==> src/rtl/maxnet_controller.sv <==
// Sequencer for the MaxNet competition datapath: load, settle, zero-check and
// inhibition iterations until a single survivor, total collapse or timeout.
module maxnet_controller #(
    parameter int NUM      = 4,
    parameter int IDX_W    = 2,
    parameter int ITER_W   = 8,
    parameter int MAX_ITER = 255,
    parameter int LAT      = 2
) (
    input  logic              clk,
    input  logic              rst,
    input  logic              start,
    input  logic              abort,
    input  logic [NUM-1:0]    x_zero,
    output logic              load_en,
    output logic              upd_en,
    output logic              busy,
    output logic              done,
    output logic              result_valid,
    output logic [IDX_W-1:0]  winner,
    output logic [1:0]        status,
    output logic [ITER_W-1:0] iter_count
);

    // state  | meaning
    // IDLE   | waiting for start
    // LOAD   | datapath loads initial activations
    // WAIT   | datapath settling for LAT cycles
    // CHECK  | evaluate the per-lane zero flags
    // UPDATE | one inhibition iteration
    // DONE   | result final, done pulse issued on exit
    localparam logic [2:0] S_IDLE   = 3'd0;
    localparam logic [2:0] S_LOAD   = 3'd1;
    localparam logic [2:0] S_WAIT   = 3'd2;
    localparam logic [2:0] S_CHECK  = 3'd3;
    localparam logic [2:0] S_UPDATE = 3'd4;
    localparam logic [2:0] S_DONE   = 3'd5;

    localparam logic [1:0] ST_WINNER  = 2'b00;
    localparam logic [1:0] ST_ALLZERO = 2'b01;
    localparam logic [1:0] ST_TIMEOUT = 2'b10;

    localparam int WAIT_W = $clog2(LAT + 1);
    localparam int ZC_W   = $clog2(NUM + 1);

    logic [2:0]        state;
    logic [WAIT_W-1:0] wait_cnt;
    logic [ZC_W-1:0]   zero_cnt;
    logic [IDX_W-1:0]  zero_idx;

    // zero_idx is only meaningful when exactly one lane is non-zero
    always_comb begin
        zero_cnt = '0;
        zero_idx = '0;
        for (int i = 0; i < NUM; i++) begin
            zero_cnt = zero_cnt + ZC_W'(x_zero[i]);
            if (!x_zero[i]) begin
                zero_idx = IDX_W'(i);
            end
        end
    end

    always_ff @(posedge clk) begin
        if (rst) begin
            state        <= S_IDLE;
            wait_cnt     <= '0;
            load_en      <= 1'b0;
            upd_en       <= 1'b0;
            busy         <= 1'b0;
            done         <= 1'b0;
            result_valid <= 1'b0;
            winner       <= '0;
            status       <= 2'b00;
            iter_count   <= '0;
        end else begin
            load_en <= 1'b0;
            upd_en  <= 1'b0;
            done    <= 1'b0;
            if (abort && (state != S_IDLE)) begin
                // iter_count is kept so the aborted run can still be inspected
                state        <= S_IDLE;
                busy         <= 1'b0;
                result_valid <= 1'b0;
                winner       <= '0;
                status       <= 2'b00;
            end else begin
                case (state)
                    S_IDLE: begin
                        if (start) begin
                            state        <= S_LOAD;
                            busy         <= 1'b1;
                            result_valid <= 1'b0;
                            winner       <= '0;
                            status       <= 2'b00;
                            iter_count   <= '0;
                        end
                    end
                    S_LOAD: begin
                        load_en  <= 1'b1;
                        wait_cnt <= WAIT_W'(LAT);
                        state    <= S_WAIT;
                    end
                    S_WAIT: begin
                        wait_cnt <= wait_cnt - WAIT_W'(1);
                        if (wait_cnt <= WAIT_W'(1)) begin
                            state <= S_CHECK;
                        end
                    end
                    S_CHECK: begin
                        // outcomes take precedence over the iteration limit
                        if (zero_cnt == ZC_W'(NUM)) begin
                            status <= ST_ALLZERO;
                            winner <= '0;
                            state  <= S_DONE;
                        end else if (zero_cnt == ZC_W'(NUM - 1)) begin
                            status <= ST_WINNER;
                            winner <= zero_idx;
                            state  <= S_DONE;
                        end else if (iter_count == ITER_W'(MAX_ITER)) begin
                            status <= ST_TIMEOUT;
                            winner <= '0;
                            state  <= S_DONE;
                        end else begin
                            state <= S_UPDATE;
                        end
                    end
                    S_UPDATE: begin
                        upd_en     <= 1'b1;
                        iter_count <= iter_count + ITER_W'(1);
                        wait_cnt   <= WAIT_W'(LAT);
                        state      <= S_WAIT;
                    end
                    S_DONE: begin
                        done         <= 1'b1;
                        result_valid <= 1'b1;
                        busy         <= 1'b0;
                        state        <= S_IDLE;
                    end
                    default: begin
                        busy  <= 1'b0;
                        state <= S_IDLE;
                    end
                endcase
            end
        end
    end

endmodule
==> config.mk <==
export PLATFORM = sky130hd
export DESIGN_NAME = maxnet_controller
export DESIGN_NICKNAME = d
export VERILOG_FILES = /design/src/rtl/maxnet_controller.sv
export SDC_FILE = /design/constraint.sdc
export NUM_CORES = 1
export LEC_CHECK = 0
export CAP_MARGIN = 5
export CORE_AREA = 2 2 49 51
export DETAILED_ROUTE_END_ITERATION = 7
export DIE_AREA = 0 0 51 53
export DONT_BUFFER_PORTS = 1
export PLACE_DENSITY = 0.72
export SYNTH_ARGS = -nofsm -noshare
export SYNTH_HDL_FRONTEND = slang
export SYNTH_SLANG_ARGS = --single-unit
==> constraint.sdc <==
create_clock -name clk -period 2.4 [get_ports clk]
set_input_delay 0.48 -clock clk [delete_from_list [all_inputs] [get_ports clk]]
set_output_delay 0.48 -clock clk [all_outputs]
set_load 0.03 [all_outputs]
==> results of run 1 <==
-- through the flow --
stage | utilization | instance area, µm² | setup TNS [ns]
2_1_floorplan | - | 1162 | 0
3_3_place_gp | 0.5591 | 1201 | -0.02537
3_5_place_dp | 0.5591 | 1201 | -0.06941
4_1_cts | 0.5836 | 1254 | 0
5_1_grt | 0.5836 | 1254 | 0
6_report | 0.5836 | 1254 | 0
-- power by group through the flow --
stage / sequential (mW) / clock (mW) / combinational, mW
final: 0.438 / 0.282 / 0.164
after global routing: 0.442 / 0.302 / 0.187
after CTS: 0.438 / 0.290 / 0.164
after detailed placement: 0.446 / 0 / 0.163
after global placement: 0.444 / 0 / 0.157
after floorplan: 0.418 / 0 / 0.162
-- cells in the mapped netlist, types with 2 or more instances --
| library cell | instances | area [µm²] |
|---|---|---|
| a211oi_1 | 2 | 15.01 |
| a21oi_1 | 18 | 90.09 |
| and2_1 | 2 | 12.51 |
| buf_2 | 3 | 15.01 |
| clkbuf_1 | 2 | 7.510 |
| dfxtp_1 | 22 | 440.4 |
| ha_1 | 4 | 50.05 |
| inv_1 | 8 | 30.03 |
| nand2_1 | 7 | 26.28 |
| nand2b_1 | 2 | 12.51 |
| nand3_1 | 5 | 25.02 |
| nand4_1 | 3 | 18.77 |
| nor2_1 | 9 | 33.78 |
| nor3_1 | 5 | 25.02 |
| o2111ai_1 | 2 | 17.52 |
| o21ai_1 | 4 | 20.02 |
| o31ai_1 | 3 | 22.52 |
| or3_1 | 2 | 12.51 |
| or4_1 | 4 | 30.03 |
| xor2_1 | 4 | 35.03 |
-- path summary, 6_finish.rpt --
path                  from             to  slack [ns]  cells after the start
max              x_zero[0]       state[0]        0.24                      8
min                    rst  iter_count[1]        0.22                      1
max reg2reg  iter_count[0]      status[1]        0.56                      4
min reg2reg    wait_cnt[0]    wait_cnt[0]        0.50                      1
-- area by class of cell --
type / instances / share of cell area
Clock buffer: 3 / 0.01796
Clock inverter: 1 / 0.02395
Inverter: 8 / 0.02395
Multi-Input combinational cell: 97 / 0.5250
Sequential cell: 22 / 0.3513
Tap cell: 28 / 0.02794
Timing Repair Buffer: 5 / 0.02994
-- routing by layer --
| layer | track usage | up-vias |
|---|---|---|
| li1 | - | 487 |
| met1 | 0.2182 | 463 |
| met2 | 0.3485 | 20 |
| met3 | 0.03955 | 2 |
| met4 | 0.1126 | 0 |
| met5 | 0 | - |
-- sequential cells by signal (all words and copies together) (netlist names) --
| name | flops |
|---|---|
| status | 2 |
| result_valid | 1 |
| winner | 2 |
| done | 1 |
| load_en | 1 |
| wait_cnt | 2 |
| state | 3 |
| upd_en | 1 |
| busy | 1 |
| iter_count | 8 |
-- cells by family after synthesis --
kind of cell             after synthesis  synth area share
AO/OA/AOI/OAI                         34            0.1810
XOR/XNOR                               4           0.03053
adder cells (fa/ha/maj)                5           0.06107
buffers and inverters                 14           0.05562
flip-flops                            22            0.3839
AND/OR/NAND/NOR                       54            0.2879
-- worst max-delay path, delay by kind of cell --
| family | cells | cell delay, ns |
|---|---|---|
| fa+ha+maj | 3 | 0.92 |
| compound gates | 1 | 0.33 |
| simple gates | 2 | 0.56 |
| buf+inv | 2 | 0.07 |
-- placed cells by master, fill, tap and decap left out, types with 2 or more instances in the layout --
cell type,count
a211oi_1,2
a21oi_1,18
and2_1,2
buf_4,5
clkbuf_4,3
dfxtp_1,22
ha_1,2
inv_1,8
nand2_1,7
nand2b_1,2
nand3_1,5
nand4_1,3
nor2_1,9
nor3_1,5
o2111ai_1,2
o21ai_1,4
o31ai_1,3
or3_1,2
or4_1,4
xor2_1,4
==> results_dict.tcl, run 1 <==
set metrics [dict create \
    outcome "completed" \
    layout_setup_ws_ns 0.2372 \
    netlist-cell-type-count 42 \
    avgSynthCellArea_um2 8.627 \
    rsz0062_at_grt "no" \
    total_die_area_um2 2703 \
    fin_total_pwr_mw 0.8840 \
    filler_cell_count 206 \
    synth_warnings 0 \
    cts_made_buffers 3 \
    critPathMaxStageDelay_ns 0.53 \
    first_global_vias 951 \
    timing.slew.headroom 0.6714 \
    synth-seq-area-share 0.3839 \
    proportion_of_register_bits_with_asynchronous_set_or_reset_after_synthesis 0 \
    cts_hold_buffers 0 \
    finalWirelength_mm 2.372 \
    ctsResizeCount 0 \
    worstSetupStartpointType "input pin" \
    finalHoldViolCount 0 \
    core_area_um2 2148 \
    dr_wl_met2_mm 1.172 \
    worst_setup_path_end_kind "flop" \
    timing.final.setup_violations 0 \
    final_period_minus_worst_setup_slack_ns 2.163 \
    power.switching_mw 0.2622 \
    num_rows 17 \
    synthCells 133 \
    drt-vias-per-instance 5.927 \
    grt_antenna_before_repair 0 \
    worstHoldPathType "input pin to flop" \
    cts_max_path_buffers 2 \
    die_height_um 53 \
    worstPathArrival_ns 2.36 \
    post-route-drc-count 0 \
    clkLatencyLatePin_ns 0.30 \
    globalRouteTotalUtil 0.1966 \
    critical_path_class "input pin to flop" \
    area_growth_from_synthesis_to_final_layout_pct 9.269 \
    detail_route.wl_per_cell_um 14.46 \
    post-place-cells 160 \
    multi_input_comb_area_um2 658.1 \
    maxCapViolCount 0 \
    die_width_um 51 \
    cellInternalPower_mw 0.6218 \
    share_comb_of_total_power 0.186 \
    maximum_number_of_pins_on_one_net_before_global_route_repair 14 \
    route.top_layer_used "met4" \
    drt_first_pass_iters 5 \
    final_net_count 150 \
    dr_total_vias 972 \
    cts.clk_slew.worst_paths_ns 0.12 \
    cts.repair_timing.setup_buffer_count 0 \
    clock_tree.root_cell "clkbuf_4" \
    num_antenna_cells 0 \
    htree_num_levels 1 \
    place_congestion 0.7648 \
    drt_iter0_drc 15 \
    clock_sink_count 22 \
    post_layout_nonfiller_instances 164 \
    seq_power_share 0.496 \
    grt_first_pass_wirelength_mm 3.995 \
    route.met3.wl_um 114 \
    tritoncts "built" \
    pwrdens_nw_per_um2 705.1 \
    ir_worst_vdd_mv 0.3319 \
    place.detailed.hpwl_mm 1.745 \
    slew_viol_final 0 \
    post_synth_instance_area_um2 1147 \
    p_clk_frac 0.319 \
    synth.net_count 146 \
    synth_edf_count 0 \
    power.leakage_nw 0.4668 \
    postSynthRegisterBits 22 \
    skew_ns 0.002106 \
    synthFlopType "dfxtp_1" \
    residual_overflow_from_global_routing 0 \
    worstPathRequired_ns 2.60 \
    critical_path.cell_chain "inv_1 -> fa_1 -> inv_1 -> ha_2 -> ha_4 -> or3b_1 -> and3_1 -> a2111oi_0" \
    final_hold_slack_ns 0.2243 \
    worst-path-max-fanout 4 \
    post-place-ws_ns -0.06941 \
    floorplan.initialDensity 0.5341 \
    ant_nets 0 \
    slowest_stage "fa_1" \
    ff_latch_area_um2 440.4 \
    pin_count 25 \
    timing.fmax_mhz 462.4 \
    share_of_post_route_cells_with_drive_strength_above_1 0.1250 \
    power.switching_fraction 0.2966 \
    finalCritPeriodShare 0.9012 \
    cp_common_cell "inv_1" \
    wl_met1_mm 1.059 \
    placement.io_buffers 0 \
    timing_worst_slew_pin_value_ns 0.4861 \
]
Note: power is estimated with default switching activity, not from simulation.
==> run 2: changes to the inputs <==
GPL_TIMING_DRIVEN = 0   (was unset)
==> results_dict.tcl, run 2 (synthesized netlist as in run 1, its figures left out) <==
set metrics [dict create \
    worstSetupStartpointType "input pin" \
    outcome "completed" \
    share_comb_of_total_power 0.247 \
    slowest_stage "fa_1" \
    power.switching_fraction 0.3272 \
    r2r.worst_path.cells 4 \
    maxCapViolCount 0 \
    p_clk_frac 0.251 \
    htree_num_levels 1 \
    final_net_count 151 \
    cp_common_cell "inv_1" \
    detail_route.wl_per_cell_um 15.15 \
    die_height_um 53 \
    place.detailed.hpwl_mm 1.845 \
    worstPathArrival_ns 2.42 \
    layout_top_registers "iter_count x8, state x3" \
    area_growth_from_synthesis_to_final_layout_pct 7.633 \
    drt_iter0_drc 8 \
    critical_path_class "input pin to flop" \
    clock_sink_count 22 \
    timing_worst_slew_pin_value_ns 0.5998 \
    cts_max_path_buffers 2 \
    post-place-cells 161 \
    drt_first_pass_iters 4 \
    globalRouteTotalUtil 0.2027 \
    total_die_area_um2 2703 \
    cts.repair_timing.setup_buffer_count 0 \
    die_width_um 51 \
    worstHoldPathType "input pin to flop" \
    cellInternalPower_mw 0.5553 \
    grt_antenna_before_repair 0 \
    dr_total_vias 995 \
    maximum_number_of_pins_on_one_net_before_global_route_repair 13 \
    filler_cell_count 201 \
    ant_nets 0 \
    critPathBufInv 2 \
    timing.critical_path.depth 8 \
    mostFrequentLayoutCells "22 x dfxtp_1, 18 x a21oi_1, 9 x nor2_1" \
    critical_path.cell_chain "inv_1 -> fa_1 -> inv_1 -> ha_2 -> ha_4 -> or3b_1 -> and3_1 -> a2111oi_1" \
    clock_tree.root_cell "clkbuf_4" \
    critPathMaxStageDelay_ns 0.54 \
    finalHoldViolCount 0 \
    cts_made_buffers 3 \
    finalCritPeriodShare 0.9245 \
    residual_overflow_from_global_routing 0 \
    ff_latch_area_um2 440.4 \
    power.leakage_nw 0.4551 \
    core_area_um2 2148 \
    skew_ns 0.005188 \
    floorplan.initialDensity 0.5341 \
    ir_worst_vdd_mv 0.3613 \
    drt-vias-per-instance 6.030 \
    placement.io_buffers 0 \
    pwrdens_nw_per_um2 668.3 \
    worst-path-max-fanout 4 \
    share_of_post_route_cells_with_drive_strength_above_1 0.1168 \
    timing.slew.headroom 0.5945 \
    cts.clk_slew.worst_paths_ns 0.13 \
    worstPathRequired_ns 2.60 \
    finalSetupTns_ns 0 \
    multi_input_comb_area_um2 659.4 \
    final_period_minus_worst_setup_slack_ns 2.219 \
    timing.final.setup_violations 0 \
    worst_hold_stages 1 \
    seq_power_share 0.501 \
    worst_setup_path_end_kind "flop" \
    place_congestion 0.8024 \
    grt_first_pass_wirelength_mm 4.112 \
    fin_total_pwr_mw 0.8253 \
    finalWirelength_mm 2.500 \
    tritoncts "built" \
    rsz0062_at_grt "no" \
    critical-path-top-delay-family "adder cells" \
    cts_hold_buffers 0 \
    slew_viol_final 0 \
    power.switching_mw 0.2701 \
    post-place-ws_ns -0.1819 \
    layout_commonest_cell "dfxtp_1" \
    num_antenna_cells 0 \
    layout_setup_ws_ns 0.1812 \
    num_rows 17 \
    largest_register_ff_count 8 \
    timing.fmax_mhz 450.7 \
    post_layout_nonfiller_instances 165 \
    post-route-drc-count 0 \
    pin_count 25 \
    max_flop_register "iter_count" \
    first_global_vias 1015 \
    clkLatencyLatePin_ns 0.31 \
]
## run 2: cell count changes in the layout (fill, tap and decap cells not counted), sizes merged
| cell | before | now |
|---|---|---|
| buf | 5 | 4 |
| bufinv | 1 | 0 |
| clkbuf | 3 | 6 |
## run 2: final timing paths
path,start,to,slack (ns)
setup / recovery,x_zero[0],state[0],0.18
hold / removal,rst,iter_count[1],0.22
setup reg to reg,iter_count[2],status[1],0.55
hold reg to reg,wait_cnt[0],wait_cnt[0],0.50
## run 2: power by group through the flow
stage / registers (mW) / clock network (mW) / logic, mW
3_5_place_dp: 0.422 / 0 / 0.200
5_1_grt: 0.417 / 0.221 / 0.230
4_1_cts: 0.414 / 0.209 / 0.201
2_1_floorplan: 0.418 / 0 / 0.162
3_3_place_gp: 0.421 / 0 / 0.190
6_report: 0.414 / 0.207 / 0.204
## run 2: through the flow
stage	cell area, µm²	hold slack (ns)	util
after floorplan	1162	0.4493	-
after global placement	1197	0.4687	0.5574
after detailed placement	1197	0.4825	0.5574
after CTS	1234	0.2143	0.5743
after global routing	1235	0.2071	0.5748
final	1235	0.2185	0.5748
## run 2: repair_timing
action / 4_1_cts / 5_1_grt
gates resized for setup: 0 / 1
endpoints found under the hold margin: 0 / 0
setup endpoints to repair: 0 / 1
## run 2: cell type report
type                       instances  area share
clock buffer                       4     0.02938
tap                               28     0.02837
sequential                        22      0.3566
buffer                             6     0.02736
inverter                           8     0.02432
multi-input combinational         97      0.5339
## run 2: per-layer routing
layer | part of all wire | global-route usage | up-vias
met2 | 0.49 | 0.3485 | 22
met4 | 0.028 | 0.1486 | 0
met1 | 0.43 | 0.2164 | 474
li1 | - | - | 491
met3 | 0.048 | 0.04802 | 8
met5 | 0 | 0 | -
